## config.mk

```make
export PLATFORM = sky130hd
export DESIGN_NAME = if_stage
export DESIGN_NICKNAME = d
export VERILOG_FILES = /design/src/rtl/pipe_pkg.sv /design/src/rtl/if_pc_reg.sv /design/src/rtl/if_stage.sv
export SDC_FILE = /design/constraint.sdc
export NUM_CORES = 1
export LEC_CHECK = 0
export BUFFER_PORTS_ARGS = -buffer_cell sky130_fd_sc_hd__buf_4
export CAP_MARGIN = 20
export CORE_ASPECT_RATIO = 0.5
export CORE_UTILIZATION = 50
export CTS_BUF_LIST = sky130_fd_sc_hd__clkbuf_16
export DETAILED_ROUTE_END_ITERATION = 8
export PLACE_DENSITY = 0.88
export SLEW_MARGIN = 20
export SYNTH_ARGS = -nofsm -noshare
export SYNTH_HDL_FRONTEND = slang
export SYNTH_HIERARCHICAL = 1
export SYNTH_SLANG_ARGS = --single-unit
export TNS_END_PERCENT = 10
```

## constraint.sdc

```tcl
create_clock -name clk -period 3.1 [get_ports clk]
set_input_delay 0.62 -clock clk [delete_from_list [all_inputs] [get_ports clk]]
set_output_delay 0.62 -clock clk [all_outputs]
set_load 0.02 [all_outputs]
```

## src/rtl/pipe_pkg.sv

```systemverilog
// rtl/pipe_pkg.sv - shared types and constants for the MIPS pipeline
//
// Purpose: word width, bubble instruction, default reset PC, fetch FSM
// state encoding and the IF/ID bundle shared by if_stage and if_pc_reg.
// Ports: none (package).
package pipe_pkg;

  localparam int XLEN = 32;

  // sll $0,$0,0 encodes as all zeros
  localparam logic [XLEN-1:0] NOP_WORD         = 32'h0000_0000;
  localparam logic [XLEN-1:0] DEFAULT_RESET_PC = 32'h0000_0000;

  typedef enum logic {
    NORMAL  = 1'b0,
    DS_PEND = 1'b1
  } fetch_state_e;

  typedef struct packed {
    logic [XLEN-1:0] instr;
    logic [XLEN-1:0] pc4;
    logic            valid;
  } ifid_t;

  function automatic logic [XLEN-1:0] word_align(input logic [XLEN-1:0] addr);
    return {addr[XLEN-1:2], 2'b00};
  endfunction

endpackage

```

## src/rtl/if_pc_reg.sv

```systemverilog
// rtl/if_pc_reg.sv - program counter register with +4 incrementer and next-PC mux
//
// Purpose: holds the fetch PC. Load (redirect or saved target) has priority
// over increment; with neither asserted the PC holds.
// Ports:
//   clk          in   core clock
//   rst          in   synchronous active-high reset
//   i_load       in   load i_load_addr (low two bits forced to 00)
//   i_load_addr  in   load address
//   i_inc        in   advance PC by 4
//   o_pc         out  current PC
//   o_pc4        out  current PC + 4 (32-bit modulo)
module if_pc_reg
  import pipe_pkg::*;
#(
  parameter logic [XLEN-1:0] RESET_PC = DEFAULT_RESET_PC
) (
  input  logic            clk,
  input  logic            rst,
  input  logic            i_load,
  input  logic [XLEN-1:0] i_load_addr,
  input  logic            i_inc,
  output logic [XLEN-1:0] o_pc,
  output logic [XLEN-1:0] o_pc4
);

  logic [XLEN-1:0] r_pc;
  logic [XLEN-1:0] w_pc4;

  // Natural wrap: 0xFFFF_FFFC + 4 = 0x0000_0000
  assign w_pc4 = r_pc + 32'd4;

  always_ff @(posedge clk) begin
    if (rst) begin
      r_pc <= word_align(RESET_PC);
    end else if (i_load) begin
      r_pc <= word_align(i_load_addr);
    end else if (i_inc) begin
      r_pc <= w_pc4;
    end
  end

  assign o_pc  = r_pc;
  assign o_pc4 = w_pc4;

endmodule

```

## src/rtl/if_stage.sv

```systemverilog
// rtl/if_stage.sv - MIPS instruction-fetch stage with IF/ID pipeline register
//
// Purpose: drives the instruction-memory request from the PC and captures
// each fetched word with its PC+4 into the IF/ID register. Stall holds PC
// and IF/ID; redirect reloads the PC. Build option MIPS_DELAY_SLOT_EN adds
// an architectural branch delay slot (NORMAL/DS_PEND FSM + saved target).
// Ports:
//   clk, rst                  clock, synchronous active-high reset
//   imem_req/imem_addr        fetch request (= ~rst) and current PC
//   imem_rdata/imem_ready     returned word and its valid strobe
//   stall                     hold PC and IF/ID
//   redirect/redirect_target  taken branch/jump and its target
//   ifid_instr/pc4/valid      registered instruction bundle to ID
module if_stage
  import pipe_pkg::*;
#(
  parameter logic [XLEN-1:0] RESET_PC  = DEFAULT_RESET_PC,
  parameter logic [XLEN-1:0] NOP_INSTR = NOP_WORD
) (
  input  logic            clk,
  input  logic            rst,
  output logic            imem_req,
  output logic [XLEN-1:0] imem_addr,
  input  logic [XLEN-1:0] imem_rdata,
  input  logic            imem_ready,
  input  logic            stall,
  input  logic            redirect,
  input  logic [XLEN-1:0] redirect_target,
  output logic [XLEN-1:0] ifid_instr,
  output logic [XLEN-1:0] ifid_pc4,
  output logic            ifid_valid
);

  logic            w_fire;
  logic            w_pc_load;
  logic            w_pc_inc;
  logic [XLEN-1:0] w_pc_load_addr;
  logic [XLEN-1:0] w_pc;
  logic [XLEN-1:0] w_pc4;
  ifid_t           r_ifid;

  assign w_fire = imem_ready & ~stall;

  if_pc_reg #(
    .RESET_PC (RESET_PC)
  ) u_pc_reg (
    .clk         (clk),
    .rst         (rst),
    .i_load      (w_pc_load),
    .i_load_addr (w_pc_load_addr),
    .i_inc       (w_pc_inc),
    .o_pc        (w_pc),
    .o_pc4       (w_pc4)
  );

`ifdef MIPS_DELAY_SLOT_EN

  fetch_state_e    r_state;
  logic [XLEN-1:0] r_saved_target;

  // The word at the current PC is the delay slot; the PC only jumps once
  // that word has actually been fetched. In DS_PEND new redirects are ignored.
  assign w_pc_load      = w_fire & ((redirect & (r_state == NORMAL)) | (r_state == DS_PEND));
  assign w_pc_load_addr = (r_state == DS_PEND) ? r_saved_target : redirect_target;
  assign w_pc_inc       = w_fire;

  always_ff @(posedge clk) begin
    if (rst) begin
      r_state        <= NORMAL;
      r_saved_target <= '0;
      r_ifid         <= '{instr: NOP_INSTR, pc4: '0, valid: 1'b0};
    end else begin
      case (r_state)
        NORMAL: begin
          if (redirect && !w_fire) begin
            r_saved_target <= word_align(redirect_target);
            r_state        <= DS_PEND;
          end
        end
        DS_PEND: begin
          if (w_fire) begin
            r_state <= NORMAL;
          end
        end
        default: r_state <= NORMAL;
      endcase

      // Redirect never squashes here: the delay-slot word must reach ID
      if (stall) begin
        r_ifid <= r_ifid;
      end else if (imem_ready) begin
        r_ifid <= '{instr: imem_rdata, pc4: w_pc4, valid: 1'b1};
      end else begin
        r_ifid <= '{instr: NOP_INSTR, pc4: r_ifid.pc4, valid: 1'b0};
      end
    end
  end

`else

  // Redirect reloads the PC even during a stall and squashes the IF slot
  assign w_pc_load      = redirect;
  assign w_pc_load_addr = redirect_target;
  assign w_pc_inc       = w_fire;

  always_ff @(posedge clk) begin
    if (rst) begin
      r_ifid <= '{instr: NOP_INSTR, pc4: '0, valid: 1'b0};
    end else if (redirect) begin
      r_ifid <= '{instr: NOP_INSTR, pc4: r_ifid.pc4, valid: 1'b0};
    end else if (stall) begin
      r_ifid <= r_ifid;
    end else if (imem_ready) begin
      r_ifid <= '{instr: imem_rdata, pc4: w_pc4, valid: 1'b1};
    end else begin
      r_ifid <= '{instr: NOP_INSTR, pc4: r_ifid.pc4, valid: 1'b0};
    end
  end

`endif

  assign imem_req   = ~rst;
  assign imem_addr  = w_pc;
  assign ifid_instr = r_ifid.instr;
  assign ifid_pc4   = r_ifid.pc4;
  assign ifid_valid = r_ifid.valid;

endmodule

```

==> summary.md, run 1 <==
| Metric | Value |
|---|---|
| Post-CTS Hold Buffers | 0 |
| Non-filler instance count after layout | just under 900 |
| Clk buf depth | 2 |
| Vias in the first global route | around 4400 |
| Setup TNS | 0 ns |
| Yosys reg bits | 95 |
| Worst Hold Launch | ifid_instr[10] |
| Yosys cell types | 51 |
| Port Buffer Count | 162 |
| Worst-margin pin slew | 1.03 ns |
| Grt ovf | 0 |
| CTS tree | built |
| Clock slew at reported path FFs | 0.07 ns |
| Crit-path cells | nand3_2 -> or4_1 -> nor3_2 -> xor2_1 -> nand2b_1 -> mux2i_1 |
| Clk_lat worst skew | approximately 0.34 ns |
| Clk root buf | clkbuf_16 |
| Share of cells above drive strength 1 | between 20 and 30% |
| CP startpoint kind | flip-flop |
| Cells after Synth | 604 |
| Async set-or-reset flop fraction in the synthesized netlist | 0% |
| Area growth from synthesis to layout | 27.4% |
| Crit path required time | about 3.4 ns |
| Post_cts resized | 0 |
| Hold crit path type | flip-flop to flip-flop |
| Core ar. | just under 0.01 sq mm |
| Synth top area share | between 30% and 40% |
| Ranking of synthesized cells by area | dfxtp_1, nand2b_1, mux2i_1, nand3b_1, nand2_1 |
| Post-DRT Antenna Nets | 0 |
| Total Wirelength | ~14000 um |
| Most common cell after layout, fill and taps aside | buf_4 |
| Count of clock tree sinks | 95 |
| Mapped Area | between 0.005 and 0.006 sq mm |
| Post-CTS Setup Bufs | 0 |
| R2r startpoint | u_pc_reg/o_pc[5] |
| CP startpoint | u_pc_reg/o_pc[5] |
| Endpoints failing setup | 0 |
| Fmax | between 400 and 500 MHz |
| Vias | about 4900 |
| Ports | roughly 170 |
| RSZ-0062 raised after global routing | no |
| Synth warn | 6 |
| # nets final | between 700 and 800 |
| Max Slew Vio Count | 0 |
| TritonCTS Buffers | 9 |
| Main synth FF type | dfxtp_1 |
| Most frequent cells in the layout | buf_4, dfxtp_1, nand2b_1, nand2_1, a21oi_1 |
| Post-synth top area cell | dfxtp_1 |
| Die width | ~150 um |
| Power Density | roughly 430 mW/mm^2 |
| Placed cell count | about 850 |
| First-pass GRT wire length | between 20000 and 25000 um |
| Total power | about 2.9 mW |
| Crit-path slowest cell | or4_1 |
| Period Utilization, post-route | between 70% and 80% |
| Rel. slew slack | roughly a third |
| Fin Clk Skew | 0.00892 ns |
| Crit Path Class | flip-flop to flip-flop |
| Die ar. | 0.0108 sq mm |
| Min Tclk post-route | between 2 and 2.5 ns |
| CP peak stage delay | 0.77 ns |
| Post-DP HPWL | 9820 um |
| Average vias per placed instance | roughly 5.6 |
| Initial detailed-routing violation count | around 380 |
| Seq/Total Area, Yosys | a little under two fifths |
| Number of diodes | 0 |
| Initial Util | 53.1% |
| Row cnt | 25 |
| Die Height | between 70 and 80 um |
| Worst Path Max Fanout | 11 |
| RePlAce Congestion | between 0.9 and 1 |
| Leakage | about 2.6 nW |
| Drt wl/cell | 16.1 um |
| Synth Area per Inst | ~8.6 sq um |
| Fillers | just under 800 |
| Crit end category | flip-flop |
| GRT Overall Usage | about a quarter |
| Initial antenna violation count | 0 |
| Max-cap violations | 0 |
| Run status | completed |
| Arrival time worst endpoint | 2.67 ns |
| Final core occ | around two thirds |
| H-tree lvl count | 3 |
| Largest net degree at the start of global routing | 67 |
| Worst vdd ir | around 0.00028 V |
| Hold Fails Final Rpt | 0 |
| EDFF count, synth | 0 |
| TritonRoute pass-1 iters | 5 |
| DRC | 0 |
==> cell usage after synthesis, drive strengths merged, types with 2 or more instances <==
library cell and instances:
xor2 18, o221ai 2, o21ai 4, or4 2
clkbuf 27, mux2i 35, nor3b 2, buf 33
nand2 54, and3 8, nand4 16, nand2b 65
nand3 22, a221oi 3, or3 2, nor4 14
nor3 12, xnor2 22, inv 15, o211ai 2
a21oi 40, dfxtp 95, nand3b 34, and4 9
nor4b 2, or3b 2, a311oi 4, nor2 30
a2111oi 7, a211oi 15
==> layout make-up <==
type	instances	area [sq um]	area share (%)
clock buffer	9	225	3.41
clock inverter	7	65.1	0.986
inverter	15	56.3	0.853
multi-input combinational	437	2900	43.9
sequential	95	1900	28.8
tap	135	169	2.56
timing repair buffer	171	1280	19.4
==> path summary, 6_finish.rpt <==
check | end | slack, ns | depth (start not counted)
setup / recovery | ifid_pc4[31] | 0.70 | 6
hold / removal | ifid_instr[10] | 0.46 | 2
setup reg to reg | ifid_pc4[31] | 0.70 | 6
hold reg to reg | ifid_instr[10] | 0.46 | 2
==> logic make-up (layout without fill, tap and decap cells) <==
kind of cell	count (synthesis)	in the layout	share of synthesized area, %
multiplexers	35	35	6.76
AND/OR/NAND/NOR	277	277	31.7
AO/OA/AOI/OAI	80	80	10.2
XOR/XNOR	40	40	6.76
flip-flops	95	95	36.7
buffers and inverters	75	202	7.56
adder cells (fa/ha/maj)	1	1	0.241
other	1	4	0.0724
==> sequential cells by signal (all words and copies together), names as in the netlist <==
| name | cells |
|---|---|
| u_pc_reg/o_pc | 30 |
| ifid_pc4 | 32 |
| ifid_valid | 1 |
| ifid_instr | 32 |
==> critical path, delay by kind of cell (launching register included) <==
kind / cells / cell delay, ns
DFF: 1 / 0.52
xor gates and xnor gates: 1 / 0.30
muxes: 1 / 0.12
and+or+nand+nor: 4 / 1.39
==> routing by layer <==
layer	track usage [%]	vias to the layer above	wire length [um]
li1	-	2350	-
met1	34.1	2239	6230
met2	39.5	236	6140
met3	7.67	30	1360
met4	8.68	0	255
met5	0	-	0
==> power breakdown <==
part | switching [mW] | internal, mW
combinational | 0.222 | 0.203
sequential | 0.0734 | 1.27
clock | 0.475 | 0.619
total | 0.770 | 2.09
==> per-stage QoR <==
step / setup WS, ns / hold slack (ns) / instance area (sq um)
global route: 0.543 / 0.484 / 6600
floorplan: 0.582 / 0.530 / 5190
finish: 0.701 / 0.461 / 6600
detailed placement: 0.631 / 0.452 / 6310
global placement: 0.719 / 0.443 / 6310
CTS: 0.781 / 0.463 / 6600
Note: power is estimated with default switching activity, not from simulation.
==> inputs of run 2 (changes only) <==
CORE_UTILIZATION = 46   (was 50)
PLACE_DENSITY = 0.85   (was 0.88)
clock period = 2.1 ns   (was 3.1 ns; I/O delays follow)
==> summary.md, run 2 (synthesis gave the netlist of run 1 again) <==
| Metric | Value |
|---|---|
| Largest net degree at the start of global routing | 67 (unchanged) |
| Area growth from synthesis to layout | 33.2% |
| Count of clock tree sinks | 95 (unchanged) |
| Die Height | 77.1 um (+4.1%) |
| Vias | 5008 (+3.2%) |
| Setup TNS | 0 ns (unchanged) |
| CP startpoint kind | flip-flop |
| CTS tree | built |
| Busiest grt layer | met2 |
| Drt wl/cell | 16.2 um (+0.63%) |
| Most frequent cells in the layout | buf_4, dfxtp_1, nand2b_1, nand2_1, a21oi_1 |
| Core ar. | 0.0106 sq mm (+8.3%) |
| Endpoints failing setup | 0 (unchanged) |
| Port Buffer Count | 162 (unchanged) |
| Crit path to | ifid_pc4[30] |
| Crit path required time | 2.37 ns (-1.00 ns) |
| Post-route cell area | 0.00690 sq mm (+4.5%) |
| Reg2reg setup slack | 0.14 ns (-0.56 ns) |
| Period Utilization, post-route | 93.4% (+16 points) |
| Number of diodes | 0 (unchanged) |
| Final WS setup | 0.139 ns (-0.561 ns) |
| Reg2Reg Depth | 7 (+1) |
| First-pass GRT wire length | 23900 um (+9.1%) |
| Violated checks | DRC |
| Cell Area, Placed | 0.00659 sq mm (+4.4%) |
| # nets final | 831 (+4.0%) |
| Clock slew at reported path FFs | 0.07 ns (about the same) |
| RePlAce Congestion | 0.911 (-0.23%) |
| Power Density | 623 mW/mm^2 (+44%) |
| Die ar. | 0.0117 sq mm (+8.5%) |
| Clk buf depth | 2 (unchanged) |
| Worst Path Max Fanout | 4 (-7) |
| Ports | 167 (unchanged) |
| Leakage | 2.81 nW (+6.9%) |
| Initial antenna violation count | 0 (unchanged) |
| RSZ-0062 raised after global routing | no |
| Total Wirelength | 14700 um (+4.9%) |
| Pre-CTS WS | 0.116 ns (-0.515 ns) |
| Fin Hold WS | 0.323 ns (-0.138 ns) |
| Worst-margin pin slew | 0.564 ns (-0.461 ns) |
| Most common cell after layout, fill and taps aside | buf_4 |
| Initial detailed-routing violation count | 457 (+21%) |
| Reg-to-Reg End | ifid_pc4[30] |
| Grt ovf | 0 (unchanged) |
| CP startpoint | u_pc_reg/o_pc[11] |
| GR Util met2 | 41.0% (+1.5 points) |
| Clk_lat worst skew | 0.34 ns (about the same) |
| GRT Overall Usage | 25.3% (-0.12 points) |
| Placed cell count | 888 (+4.1%) |
| Fmax | 510 MHz (+22%) |
| Worst vdd ir | 0.000461 V (+67%) |
| Hold Fails Final Rpt | 0 (unchanged) |
| Clk root buf | clkbuf_16 |
| Hold crit path type | input pin to flip-flop |
| Crit Path Class | flip-flop to flip-flop |
| Non-filler instance count after layout | 906 (+4.3%) |
| Fin Clk Skew | 0.00807 ns (-0.000854 ns) |
| TritonRoute pass-1 iters | 7 (+2) |
| Run status | complete, but fails checks |
| DRC | 8 (+8) |
| Max Slew Vio Count | 0 (unchanged) |
| Arrival time worst endpoint | 2.23 ns (-0.44 ns) |
| Average vias per placed instance | 5.53 (-1.1%) |
| Max-cap violations | 0 (unchanged) |
| Post-DRT Antenna Nets | 0 (unchanged) |
| Rel. slew slack | 62.4% (+31 points) |
| Die width | 152 um (+4.2%) |
| Crit end category | flip-flop |
| R2r startpoint | u_pc_reg/o_pc[11] |
| Initial Util | 49.0% (-4.1 points) |
| Total power | 4.30 mW (+50%) |
| Final core occ | 65.3% (-2.4 points) |
| Post-DP HPWL | 10600 um (+8.2%) |
| Min Tclk post-route | 1.96 ns (-0.439 ns) |
| Share of cells above drive strength 1 | 30.5% (+3.4 points) |
| Met3 usage | 7.12% (-0.55 points) |
| GR Layer Usage met1 | 33.0% (-1.2 points) |
| H-tree lvl count | 3 (unchanged) |
| Row cnt | 26 (+4.0%) |
| Vias in the first global route | 4780 (+7.5%) |
| Post-CTS Hold Buffers | 0 (unchanged) |
| TritonCTS Buffers | 9 (unchanged) |
-- run 2: worst min-delay path by stage --
stage | from | end | slack (ns) | cells past startpoint
5_1_grt | redirect_target[3] | u_pc_reg/o_pc[3] | 0.34 | 3
2_1_floorplan | ifid_instr[23] | ifid_instr[23] | 0.53 | 2
3_3_place_gp | ifid_instr[23] | ifid_instr[23] | 0.44 | 2
6_report | redirect_target[3] | u_pc_reg/o_pc[3] | 0.32 | 3
4_1_cts | redirect_target[3] | u_pc_reg/o_pc[3] | 0.32 | 3
3_5_place_dp | ifid_instr[22] | ifid_instr[22] | 0.45 | 2
-- run 2: critical path, cell delays in order (launching register included) --
cell	delay [ns]
dfxtp_1	0.41
buf_4	0.17
nand4_1	0.23
nor4_2	0.34
and3_1	0.28
xor2_1	0.25
nand2b_1	0.08
mux2i_1	0.12
-- run 2: per-layer routing --
| layer | part of all wire, % | up-vias |
|---|---|---|
| met3 | 9.2 | 26 |
| met1 | 43 | 2328 |
| li1 | - | 2413 |
| met5 | 0 | - |
| met4 | 1.5 | 0 |
| met2 | 46 | 241 |
-- run 2: layout make-up --
type	count	area (sq um)
Timing Repair Buffer	203	1560
Tap cell	140	175
Fill cell	840	3670
Clock inverter	7	72.6
Multi-Input combinational cell	437	2910
Inverter	15	56.3
Sequential cell	95	1900
Clock buffer	9	225
-- run 2: timing repair --
action	CTS	global route
setup buffers	0	2
gates resized for setup	0	0
setup endpoints to repair	0	4
-- run 2: where the power goes --
group | leakage [nW] | internal, mW | switching [mW] | total, mW
combinational | 1.89 | 0.335 | 0.371 | 0.707
clock | 0.145 | 0.926 | 0.718 | 1.64
sequential | 0.775 | 1.87 | 0.0791 | 1.95
